==> config.mk <==
export PLATFORM = sky130hd
export DESIGN_NAME = vemicry_vlsu
export DESIGN_NICKNAME = d
export VERILOG_FILES = /design/src/rtl/vemicry_vlsu_pkg.sv /design/src/rtl/vemicry_vlsu_agen.sv /design/src/rtl/vemicry_vlsu.sv
export SDC_FILE = /design/constraint.sdc
export NUM_CORES = 1
export LEC_CHECK = 0
export CORE_MARGIN = 2
export CORE_UTILIZATION = 35
export CTS_CLUSTER_DIAMETER = 60
export CTS_CLUSTER_SIZE = 10
export DETAILED_ROUTE_END_ITERATION = 6
export GPL_ROUTABILITY_DRIVEN = 1
export HOLD_SLACK_MARGIN = 0.06
export PLACE_DENSITY = 0.77
export SLEW_MARGIN = 20
export SYNTH_ARGS = -nofsm -noshare
export SYNTH_HDL_FRONTEND = slang
export SYNTH_SLANG_ARGS = --single-unit
==> constraint.sdc <==
create_clock -name clock -period 2.6 [get_ports clock]
set_input_delay 0.26 -clock clock [delete_from_list [all_inputs] [get_ports clock]]
set_output_delay 0.26 -clock clock [all_outputs]
set_load 0.01 [all_outputs]
==> src/rtl/vemicry_vlsu_pkg.sv <==
// Shared encodings for the VeMICry vector load/store sequencer:
// memory-op modes and FSM state codes.
package vemicry_vlsu_pkg;

    localparam logic [1:0] VLSU_LD  = 2'b00;
    localparam logic [1:0] VLSU_ST  = 2'b01;
    localparam logic [1:0] VLSU_BC  = 2'b10;
    localparam logic [1:0] VLSU_RSV = 2'b11;

    localparam logic [2:0] S_IDLE       = 3'd0;
    localparam logic [2:0] S_LOAD       = 3'd1;
    localparam logic [2:0] S_LOAD_DRAIN = 3'd2;
    localparam logic [2:0] S_STORE_RD   = 3'd3;
    localparam logic [2:0] S_STORE_WR   = 3'd4;
    localparam logic [2:0] S_BCAST_RD   = 3'd5;
    localparam logic [2:0] S_BCAST_WR   = 3'd6;
    localparam logic [2:0] S_DONE       = 3'd7;

endpackage

==> src/rtl/vemicry_vlsu_agen.sv <==
// Element address generator: holds the running address and the count of
// accepted element requests, and flags when the current one is the last.
module vemicry_vlsu_agen
    import vemicry_vlsu_pkg::*;
#(
    parameter int ADDR_W = 16,
    parameter int VL_W   = 4
) (
    input  logic              clock,
    input  logic              reset,
    input  logic              load,
    input  logic              step,
    input  logic [ADDR_W-1:0] base,
    input  logic [ADDR_W-1:0] stride,
    input  logic [VL_W-1:0]   vl,
    output logic [ADDR_W-1:0] addr,
    output logic [VL_W-1:0]   cnt,
    output logic              last
);

    logic [ADDR_W-1:0] addr_q, addr_d;
    logic [VL_W-1:0]   cnt_q, cnt_d;

    always_comb begin
        addr_d = addr_q;
        cnt_d  = cnt_q;
        if (load) begin
            addr_d = base;
            cnt_d  = '0;
        end else if (step) begin
            // Two's-complement add wraps naturally for negative strides.
            addr_d = addr_q + stride;
            cnt_d  = cnt_q + VL_W'(1);
        end
    end

    always_ff @(posedge clock) begin
        if (reset) begin
            addr_q <= '0;
            cnt_q  <= '0;
        end else begin
            addr_q <= addr_d;
            cnt_q  <= cnt_d;
        end
    end

    assign addr = addr_q;
    assign cnt  = cnt_q;
    assign last = (cnt_q + VL_W'(1)) == vl;

endmodule

==> src/rtl/vemicry_vlsu.sv <==
// Vector load/store sequencer: walks VL elements of one decoded vector memory
// op, moving data between data memory and the VRF while stalling the front end.
module vemicry_vlsu
    import vemicry_vlsu_pkg::*;
#(
    parameter int DATA_W  = 32,
    parameter int ADDR_W  = 16,
    parameter int VLEN    = 8,
    parameter int VREG_N  = 8,
    localparam int IDX_W   = $clog2(VLEN),
    localparam int VL_W    = IDX_W + 1,
    localparam int VREG_AW = $clog2(VREG_N)
) (
    input  logic               clock,
    input  logic               reset,
    input  logic               start,
    input  logic [1:0]         mode,
    input  logic [ADDR_W-1:0]  base_add,
    input  logic [ADDR_W-1:0]  stride,
    input  logic [VL_W-1:0]    vl,
    input  logic [VREG_AW-1:0] vreg_add,
    output logic               busy,
    output logic               done,
    output logic               pipe_stall,
    output logic               data_read,
    output logic               data_write,
    output logic [ADDR_W-1:0]  data_add,
    output logic [DATA_W-1:0]  data_in_mem,
    input  logic [DATA_W-1:0]  memdataout,
    input  logic               mem_ready,
    output logic               vrf_rd_en,
    output logic [VREG_AW-1:0] vrf_rd_add,
    output logic [IDX_W-1:0]   vrf_rd_index,
    input  logic [DATA_W-1:0]  vrf_rd_data,
    output logic               vrf_wr_en,
    output logic [VREG_AW-1:0] vrf_wr_add,
    output logic [IDX_W-1:0]   vrf_wr_index,
    output logic [DATA_W-1:0]  vrf_wr_data
);

    logic [2:0]         state_q, state_d;
    logic [ADDR_W-1:0]  stride_q, stride_d;
    logic [VL_W-1:0]    vl_q, vl_d;
    logic [VL_W-1:0]    ret_cnt_q, ret_cnt_d;
    logic [VREG_AW-1:0] vreg_q, vreg_d;
    logic               pend_q, pend_d;
    logic [DATA_W-1:0]  hold_q, hold_d;

    logic               accept_start;
    logic [VL_W-1:0]    vl_clamped;
    logic               rd_req, wr_req, rd_en, wr_en, step;
    logic [IDX_W-1:0]   rd_idx;
    logic [DATA_W-1:0]  wr_data;
    logic [ADDR_W-1:0]  cur_add;
    logic [VL_W-1:0]    issue_cnt;
    logic               issue_last;

    vemicry_vlsu_agen #(
        .ADDR_W (ADDR_W),
        .VL_W   (VL_W)
    ) u_agen (
        .clock  (clock),
        .reset  (reset),
        .load   (accept_start),
        .step   (step),
        .base   (base_add),
        .stride (stride_q),
        .vl     (vl_q),
        .addr   (cur_add),
        .cnt    (issue_cnt),
        .last   (issue_last)
    );

    always_comb begin
        accept_start = (state_q == S_IDLE) && start;
        vl_clamped   = (vl > VL_W'(VLEN)) ? VL_W'(VLEN) : vl;
        state_d      = state_q;
        stride_d     = stride_q;
        vl_d         = vl_q;
        vreg_d       = vreg_q;
        hold_d       = hold_q;
        rd_req       = 1'b0;
        wr_req       = 1'b0;
        rd_en        = 1'b0;
        rd_idx       = '0;
        step         = 1'b0;
        wr_en        = pend_q;
        wr_data      = memdataout;
        pend_d       = (state_q == S_LOAD) && mem_ready;

        case (state_q)
            S_IDLE: begin
                if (start) begin
                    stride_d = stride;
                    vl_d     = vl_clamped;
                    vreg_d   = vreg_add;
                    if ((vl_clamped == '0) || (mode == VLSU_RSV)) begin
                        state_d = S_DONE;
                    end else if (mode == VLSU_LD) begin
                        state_d = S_LOAD;
                    end else if (mode == VLSU_ST) begin
                        state_d = S_STORE_RD;
                    end else begin
                        state_d = S_BCAST_RD;
                    end
                end
            end
            S_LOAD: begin
                rd_req = 1'b1;
                if (mem_ready) begin
                    step = 1'b1;
                    if (issue_last) state_d = S_LOAD_DRAIN;
                end
            end
            S_LOAD_DRAIN: state_d = S_DONE;
            S_STORE_RD: begin
                rd_en   = 1'b1;
                state_d = S_STORE_WR;
            end
            S_STORE_WR: begin
                wr_req = 1'b1;
                if (mem_ready) begin
                    step = 1'b1;
                    // Prefetch the next element so its data is ready next cycle.
                    if (issue_last) begin
                        state_d = S_DONE;
                    end else begin
                        rd_en  = 1'b1;
                        rd_idx = issue_cnt[IDX_W-1:0] + IDX_W'(1);
                    end
                end
            end
            S_BCAST_RD: begin
                rd_req = 1'b1;
                if (mem_ready) state_d = S_BCAST_WR;
            end
            S_BCAST_WR: begin
                wr_en = 1'b1;
                if (ret_cnt_q == '0) begin
                    hold_d = memdataout;
                end else begin
                    wr_data = hold_q;
                end
                if ((ret_cnt_q + VL_W'(1)) == vl_q) state_d = S_DONE;
            end
            S_DONE:  state_d = S_IDLE;
            default: state_d = S_IDLE;
        endcase

        if (accept_start) begin
            ret_cnt_d = '0;
        end else if (wr_en) begin
            ret_cnt_d = ret_cnt_q + VL_W'(1);
        end else begin
            ret_cnt_d = ret_cnt_q;
        end
    end

    always_ff @(posedge clock) begin
        if (reset) begin
            state_q   <= S_IDLE;
            stride_q  <= '0;
            vl_q      <= '0;
            ret_cnt_q <= '0;
            vreg_q    <= '0;
            pend_q    <= 1'b0;
            hold_q    <= '0;
        end else begin
            state_q   <= state_d;
            stride_q  <= stride_d;
            vl_q      <= vl_d;
            ret_cnt_q <= ret_cnt_d;
            vreg_q    <= vreg_d;
            pend_q    <= pend_d;
            hold_q    <= hold_d;
        end
    end

    // Outputs are forced low while reset is high so a read returning in the
    // reset cycle can never reach the VRF.
    assign busy         = (state_q != S_IDLE) && !reset;
    assign done         = (state_q == S_DONE) && !reset;
    assign pipe_stall   = start || (!reset && (state_q != S_IDLE) && (state_q != S_DONE));
    assign data_read    = rd_req && !reset;
    assign data_write   = wr_req && !reset;
    assign data_add     = (data_read || data_write) ? cur_add : '0;
    assign data_in_mem  = data_write ? vrf_rd_data : '0;
    assign vrf_rd_en    = rd_en && !reset;
    assign vrf_rd_add   = vrf_rd_en ? vreg_q : '0;
    assign vrf_rd_index = vrf_rd_en ? rd_idx : '0;
    assign vrf_wr_en    = wr_en && !reset;
    assign vrf_wr_add   = vrf_wr_en ? vreg_q : '0;
    assign vrf_wr_index = vrf_wr_en ? ret_cnt_q[IDX_W-1:0] : '0;
    assign vrf_wr_data  = vrf_wr_en ? wr_data : '0;

endmodule

-- After elaboration in Yosys (flattened, before gate mapping)
Cells that the tools add are included.
- register bits after elaboration: 83
- input bits: 109
- output and inout bits: 99
- word-level logic and storage cells: 91
- add/sub/neg operators: 4
- magnitude comparators: 1
- eq/ne operators: 19
- mux-type cells: 34
- reductions and logical operators: 24
- operators by type and width (kind ; count):
    $mux 32 ; 4
    $mux 3 ; 17
    $mux 16 ; 3
    $pmux 3 s8 ; 1
    $add 16x16->16 ; 1
    $ne 2x2->1 const B ; 7
    $eq 3x3->1 const B ; 4
    $logic_and 1x1->1 ; 9
    $add 4x1->4 const B ; 2
    $eq 4x4->1 ; 2
    $logic_not 4->1 ; 2
    $mux 1 ; 7
    $reduce_and 7->1 ; 1
    $eq 3x2->1 const B ; 2
    $reduce_or 2->1 ; 3
    $gt 4x4->1 const B ; 1
    $mux 4 ; 1
    $add 3x1->3 const B ; 1
    $eq 3x1->1 const B ; 1
    $logic_not 3->1 ; 1
    $logic_or 1x1->1 ; 3
    $ne 3x3->1 const B ; 1
    $reduce_bool 3->1 ; 1
    $eq 2x1->1 const B ; 1
    other kinds (6) ; 6

-- Logic depth before layout (Yosys ltp)
Gate-level depths: netlist of run 1.
- depth in word-level cells: 7
- gate-level depth with buffers: 9
- gate-level depth less buffers: 9

-- By module
A second synthesis of run 1 with hierarchy kept.
- cell total of the unflattened synthesis: 692
- area total of the unflattened synthesis: 5151.2 um^2
- modules (own cells, without submodules) (module ; times used ; cells each ; area an instance (um^2) ; seq. area each (um^2)):
    vemicry_vlsu ; 1 ; 487 ; 3477.1 ; 1261.2
    vemicry_vlsu_agen ; 1 ; 205 ; 1674.1 ; 400.4

-- Worst setup path after synthesis of run 1
Ideal clock, no wire load.
- path type: reg2reg
- start point: register u_agen.addr_q[0], in the netlist u_agen.addr[0]
- end point: register u_agen.addr_q[8], in the netlist u_agen.addr[8]
- library setup time: 0.086 ns
- arrival: 2.030 ns
- data required time: 2.514 ns
- slack: 0.484 ns
- cell stages (with the launch flop): 10
- buffers on the path: 0
- clock period less this slack: 2.116 ns
- cells stage by stage: dfxtp_1 ha_1 inv_1 fa_1 and2b_1 o2111ai_1 a21oi_1 nor3_1 or3b_1 a211oi_1
- longest elaborated chain between the ends: 3
- RTL lines (what ; line ; text):
    from (decl) ; vemicry_vlsu_agen.sv:21 ; logic [ADDR_W-1:0] addr_q, addr_d;
    from (signal assigned) ; vemicry_vlsu_agen.sv:42 ; addr_q <= addr_d;
    $add 16x16->16 ; vemicry_vlsu_agen.sv:32 ; addr_d = addr_q + stride;
    $mux 16 ; vemicry_vlsu_agen.sv:30 ; end else if (step) begin
    $mux 16 ; vemicry_vlsu_agen.sv:27 ; if (load) begin
No other way between the ends. The select of a mux whose other input is x is not followed.
A chain may end at the register's enable or synchronous reset.

-- Final worst setup path of run 1
- start point: register state_q[2]
- end point: output data_add[11]
- longest elaborated chain between the ends: 6
- elaborated cells on any way between the ends: 10
- those cells by class: eq/ne (3); mux (3); reduce/logical (4)
- RTL lines (what ; line ; text):
    from (decl) ; vemicry_vlsu.sv:41 ; logic [2:0] state_q, state_d;
    from (signal assigned) ; vemicry_vlsu.sv:169 ; state_q <= state_d;
    $eq 3x1->1 / $eq 3x3->1 (equally long branches) ; vemicry_vlsu.sv:91 ; case (state_q)
    $reduce_or 2->1 (no source line) ; - ;
    $mux 1 ; vemicry_vlsu.sv:91 ;
    $logic_and 1x1->1 ; vemicry_vlsu.sv:184 ; assign data_read = rd_req && !reset;
    $logic_or 1x1->1 * ; vemicry_vlsu.sv:186 ; assign data_add = (data_read || data_write) ? cur_add : '0;
    $mux 16 * ; vemicry_vlsu.sv:186 ;
    to (decl) ; vemicry_vlsu.sv:27 ; output logic [ADDR_W-1:0] data_add,
Mark *: on every way between the ends. The rest lies on a longest branch, timed or not.

==> results of run 1 <==
-- per-layer routing --
metal / vias up / part of all wire [%]
li1: 2746 / -
met1: 2393 / 44
met2: 176 / 48
met3: 17 / 6.9
met4: 0 / 1.4
met5: - / 0
-- how the worst max path moves through the flow --
stage / depth (start not counted) / end / startpoint
floorplan: 9 / u_agen.addr[8] / u_agen.addr[0]
global placement: 8 / vrf_rd_add[0] / u_agen.cnt[0]
detailed placement: 8 / vrf_rd_add[1] / u_agen.cnt[0]
CTS: 5 / data_in_mem[14] / state_q[1]
global route: 6 / data_add[11] / state_q[2]
finish: 6 / data_add[11] / state_q[2]
-- synth_stat cells, types with 3 or more instances --
cell type,count
nand3b_1,3
o21a_1,3
a211oi_1,8
buf_1,4
nor2_1,40
nor3_1,11
buf_2,10
ha_1,18
nor2b_1,20
a22oi_1,3
dfxtp_1,83
xor2_1,11
clkbuf_1,26
xnor2_1,15
a311oi_1,6
nand3_1,6
inv_1,9
a31oi_1,3
o22ai_1,3
buf_4,3
o21ai_0,7
a21o_1,8
a21oi_1,108
and3_1,3
nand4_1,3
and2_1,40
nand2b_1,3
nand2_1,202
-- where the power goes --
group / switching [µW] / leakage, µW / internal, µW
Sequential: 207 / 0.000677 / 1530
Combinational: 1440 / 0.00244 / 1210
Clock: 523 / 0.000159 / 892
Total: 2170 / 0.00328 / 3630
-- cells by family (layout without fill, tap and decap cells) --
| kind of cell | after synthesis | in the layout | share of synthesized area, % |
|---|---|---|---|
| buffers and inverters | 52 | 259 | 4.432 |
| adder cells (fa/ha/maj) | 19 | 19 | 4.965 |
| AND/OR/NAND/NOR | 343 | 343 | 31.28 |
| multiplexers | 2 | 2 | 0.4306 |
| flip-flops | 83 | 83 | 33.64 |
| AO/OA/AOI/OAI | 169 | 169 | 20.64 |
| XOR/XNOR | 26 | 26 | 4.610 |
-- flip-flops by register name, indices dropped and copies added, names as in the netlist --
| name | flops |
|---|---|
| vl_q | 4 |
| hold_q | 32 |
| stride_q | 16 |
| u_agen.cnt | 4 |
| pend_q | 1 |
| vreg_q | 3 |
| ret_cnt_q | 4 |
| u_agen.addr | 16 |
| state_q | 3 |
-- stage by stage --
step / TNS, ns / hold WS (ns) / total power (µW) / cell area (µm²) / setup WS [ns]
2_1_floorplan: 0 / 0.3960 / 3381 / 4940 / 0.4842
3_3_place_gp: 0 / 0.4426 / 4329 / 7268 / 0.2608
3_5_place_dp: 0 / 0.4465 / 4361 / 7268 / 0.2116
4_1_cts: -0.003011 / 0.4185 / 5806 / 7640 / -0.003011
5_1_grt: -0.1319 / 0.4629 / 6204 / 7714 / -0.02447
6_report: 0 / 0.4421 / 5799 / 7714 / 0.09414
-- worst min-delay path: cells and delay by family --
| kind | cells | cell delay, ns |
|---|---|---|
| and+or+nand+nor | 2 | 0.18 |
| buffers and inverters | 2 | 0.28 |
-- layout make-up --
cell class	count	area share, %
clock inverters	4	0.9408
flip-flops and latches	83	21.59
clock buffers	12	3.325
well taps	180	2.920
repair buffers	234	30.41
multi-input cells	559	40.37
inverters	9	0.4380
-- repair_timing --
| action | CTS | global route |
|---|---|---|
| pin swaps | 0 | 3 |
| buffers inserted | 2 | 2 |
| gates cloned | 1 | 0 |
| resized for setup | 28 | 21 |
| endpoints found under the setup margin | 38 | 66 |
==> flow_summary.ini, run 1 <==
[run_status]
run_status = finished clean

[worst_setup_path]
r2r-start = u_agen.addr[0]
path_max_fanout = 11
r2r_setup_slack_ns = 0.22
timing.rr.end = u_agen.addr[8]
required_ns = 2.34
slowest_stage = clkdlybuf4s50_1
cp-end-kind = output port
critPathArrivalTime_ns = 2.25
critPathMaxStageDelay_ns = 0.55
crit_family = buffers and inverters
r2r.worst_path.cells = 9
path_buf_inv = 3
critPathKind = reg -> out
path_cells = buf_4 > nor4b_4 > nor2_2 > buf_4 > nor2b_1 > clkdlybuf4s50_1
cp-start-kind = flip-flop
cpMostUsedCell = buf_4

[timing]
layout_min_cycle_time_ns = 2.506
tightest_slew_ns = 0.5995
worst_clock_skew_ns = 0.006626
slew_viol_final = 0
finalHoldViolCount = 0
fmax_ghz = 0.3991
finalSetupViolations = 0
fin_crit_sh_pct = 96.38
max-slew-margin-rel_pct = 59.66

[detailed_routing]
post_drt_wl_per_cell_um = 14.40
remaining_drc_errors = 0
drt_wl_total_um = 15560
vias_per_cell = 4.932
drt_iter0_markers = 345
antenna_left = 0
vias = 5332
drtPass1Iterations = 5

[hold_path]
hold_start = reset
hold_end = pend_q
whs_path_depth = 4
hold_class = in -> reg

[layout]
finalNetCount = 1024
utilization_pct = 55.79
area_growth_pct = 56.16
multi_input_area_mm2 = 0.003114
num_antenna_cells = 0
ff_latch_area_mm2 = 0.001665
fillers = 1288
fin_cells = 1081
layout_common_cells = nand2_1 (202), clkdlybuf4s50_1 (170), a21oi_1 (108)
final_common_cell = nand2_1
drive_gt1_share_pct = 6.881

[cts]
clock-sinks = 83
hold_buffers = 0
h-tree-depth = 3
cts-root-buf = clkbuf_16
cts_max_path_buffers = 2
numCtsBuffers = 9
path_clk_slew_ns = 0.06
cts_tree = built
clk_latency_ns = 0.35

[yosys]
synth_nets = 822
synth_ff_type = dfxtp_1
synth_edf_count = 0
yosysWarnings = 0
ys_ff_latch = 83
synthArstFlopShare_pct = 0
yosysSeqAreaShare_pct = 33.64
syn_area_mm2 = 0.004940
yosysTopAreaCell = dfxtp_1
ys_types = 56
syn_avg_cell_area_um2 = 7.118
syn_inst = 694
yosys.area.top_type_share_pct = 33.64
synthTopCellsByArea = dfxtp_1 (34%), nand2_1 (15%), a21oi_1 (11%), and2_1 (5.1%), ha_1 (4.6%)

[die]
top_level_ports = 208
coreArea_mm2 = 0.01383
start_util_pct = 35.73
die_w_um = 122.8
dieHeight_um = 122.8
std_cell_rows = 43
die-area_mm2 = 0.01508

[placed_design]
dp_cells = 1060
place_hpwl_um = 11210
gp_congestion = 0.8909
port_buffers = 207

[pwr]
peakVddDrop_uv = 403.3
leakagePower_uw = 0.003278
power_density_mw_per_mm2 = 751.8

[global_route]
grt_use_met1_pct = 26.17
grt_remaining_overflow = 0
grtUsageTotal_pct = 20.18
grt_pass1_vias = 4939
antenna_found_initial = 0
use_met3_pct = 3.950
grt_max_degree = 44
grt_pass1_wl_um = 24140
grt.busiest_layer = met2
use_met2_pct = 33.15

[flow_run]
maxCapViolations = 0
(Power assumes the default switching activity.)
==> run 2: changes to the inputs <==
--- a/config.mk
+++ b/config.mk
@@ -10,9 +10,10 @@
 export CTS_CLUSTER_DIAMETER = 60
 export CTS_CLUSTER_SIZE = 10
 export DETAILED_ROUTE_END_ITERATION = 6
+export DONT_BUFFER_PORTS = 1
 export GPL_ROUTABILITY_DRIVEN = 1
 export HOLD_SLACK_MARGIN = 0.06
-export PLACE_DENSITY = 0.77
+export PLACE_DENSITY = 0.58
 export SLEW_MARGIN = 20
 export SYNTH_ARGS = -nofsm -noshare
 export SYNTH_HDL_FRONTEND = slang
==> run 2 against run 1 <==
Clock skew fell by 0.0014 ns. Non-clock buffer count fell by 164. Worst hold slack got worse by 0.36 ns. Register-to-register slack about the same. Count of clock-buffer cells in the layout stayed put. Via count fell by 8.9%. Highest routed layer unchanged. Critical path depth shrank 1. Sequential share of layout area is 6.2 points higher. Critical path type unchanged. Clock power fell by 12%. Critical endpoint is now vrf_rd_add[1]. Sequential power barely moved. First-iteration DRC count down 40%. Cell count down 15%.
==> flow_summary.ini, run 2 (synthesized netlist as in run 1, its figures left out) <==
[run_status]
run_status = finished clean

[global_route]
antenna_found_initial = 1
grt_pass1_wl_um = 22260
grtUsageTotal_pct = 18.79
grt_max_degree = 72
grt_remaining_overflow = 0
grt_pass1_vias = 4604

[detailed_routing]
vias = 4859
drt_iter0_markers = 206
vias_per_cell = 5.305
drtPass1Iterations = 6
remaining_drc_errors = 0
post_drt_wl_per_cell_um = 15.95
drt_wl_total_um = 14610
antenna_left = 0

[layout]
final_common_cell = nand2_1
fin_cells = 916
area_growth_pct = 20.87
max_flop_register = hold_q
layout_common_cells = nand2_1 (202), a21oi_1 (108), dfxtp_1 (83)
largest_reg_flops = 32
fillers = 1379
finalNetCount = 860
drive_gt1_share_pct = 5.850

[pwr]
power_density_mw_per_mm2 = 876.1
netSwitchingFraction_pct = 39.59
peakVddDrop_uv = 381.7
seqPwrFrac_pct = 33.5
leakagePower_uw = 0.002271
switchingPower_uw = 2071
combPwrFrac_pct = 42.5
power.internal_uw = 3160
clkPwrFrac_pct = 24.0

[die]
start_util_pct = 35.73
top_level_ports = 208
coreArea_mm2 = 0.01383
std_cell_rows = 43
die-area_mm2 = 0.01508
die_w_um = 122.8
dieHeight_um = 122.8

[cts]
postCtsSetupBuffers = 0
numCtsBuffers = 9
cts-root-buf = clkbuf_16
cts_tree = built
h-tree-depth = 3
path_clk_slew_ns = 0.06
clk_latency_ns = 0.34
cts_max_path_buffers = 2
clock-sinks = 83

[worst_setup_path]
critPathKind = reg -> out
cp-start-kind = flip-flop
path_max_fanout = 34
cp-end-kind = output port
critPathArrivalTime_ns = 2.14
required_ns = 2.34

[timing]
fin_crit_sh_pct = 92.43
slew_viol_final = 0
timing.setup.tns_ns = 0
fmax_ghz = 0.4161
tightest_slew_ns = 0.6977
worst_clock_skew_ns = 0.005200
max-slew-margin-rel_pct = 53.06
finalHoldViolCount = 0
finalSetupViolations = 0
rsz0062_at_grt = no
layout_min_cycle_time_ns = 2.403

[placed_design]
place_hpwl_um = 10540
port_buffers = 0
dp_cells = 850
gp_congestion = 0.8324

[flow_run]
maxCapViolations = 0

[hold_path]
hold_class = in -> reg
## run 2: power by group through the flow
| stage | sequential, µW | combinational (µW) | clock, µW |
|---|---|---|---|
| after floorplan | 1690 | 1690 | 0 |
| after global placement | 1760 | 2100 | 0 |
| after detailed placement | 1770 | 2140 | 0 |
| after CTS | 1750 | 2230 | 1300 |
| after global routing | 1790 | 2490 | 1350 |
| final | 1750 | 2220 | 1250 |
## run 2: worst paths after layout
check	start	endpoint	slack [ns]	cells past startpoint
hold / removal	vreg_add[2]	vreg_q[2]	0.08	2
setup reg to reg	u_agen.addr[0]	u_agen.addr[8]	0.22	9
hold reg to reg	hold_q[2]	hold_q[2]	0.45	2
setup / recovery	state_q[2]	vrf_rd_add[1]	0.20	5
## run 2: what timing repair did
action,CTS,global route
setup endpoints to repair,0,5
gates resized for setup,0,1
hold buffers,51,0
hold endpoints to repair,71,0
## run 2: layout make-up
class                   count  area [µm²]  share of cell area, %
diodes                      1       2.502                0.04191
clock buffers              12       246.5                  4.128
clock inverters             2       37.54                 0.6287
inverters                   9       33.78                 0.5658
multi-input cells         559        3080                  51.59
flip-flops and latches     83        1662                  27.83
well taps                 180       225.2                  3.772
repair buffers             70       683.2                  11.44
## run 2: critical path, cell delays in order (launching register included)
cell	delay (ns)
dfxtp_1	0.55
nor4b_4	0.31
buf_4	0.31
nand3_1	0.18
o31a_1	0.20
nor2b_1	0.24
## run 2: metrics by stage
step	hold WS, ns	util [%]	setup slack, ns	area [µm²]	total power, µW
2_1_floorplan	0.3960	-	0.4842	4940	3381
3_3_place_gp	0.3399	37.27	0.3434	5154	3858
3_5_place_dp	0.3390	37.27	0.2835	5154	3910
4_1_cts	0.06328	43.15	0.03427	5966	5279
5_1_grt	0.06530	43.18	0.03952	5971	5622
6_report	0.07812	43.18	0.1968	5971	5231
## run 2: metal layers
metal	part of all wire [%]	up-vias	track usage, %
met3	6.8	30	6.041
li1	-	2414	-
met4	2.1	0	7.328
met2	48	173	31.32
met5	0	-	0
met1	43	2242	22.36
==> run 3: changes to the inputs <==
--- a/config.mk
+++ b/config.mk
@@ -8,7 +8,7 @@
 export CORE_MARGIN = 2
 export CORE_UTILIZATION = 35
 export CTS_CLUSTER_DIAMETER = 60
-export CTS_CLUSTER_SIZE = 10
+export CTS_CLUSTER_SIZE = 20
 export DETAILED_ROUTE_END_ITERATION = 6
 export DONT_BUFFER_PORTS = 1
 export GPL_ROUTABILITY_DRIVEN = 1
==> results of run 3 <==
No change in the layout: final DEF, timing and power equal those of run 2.
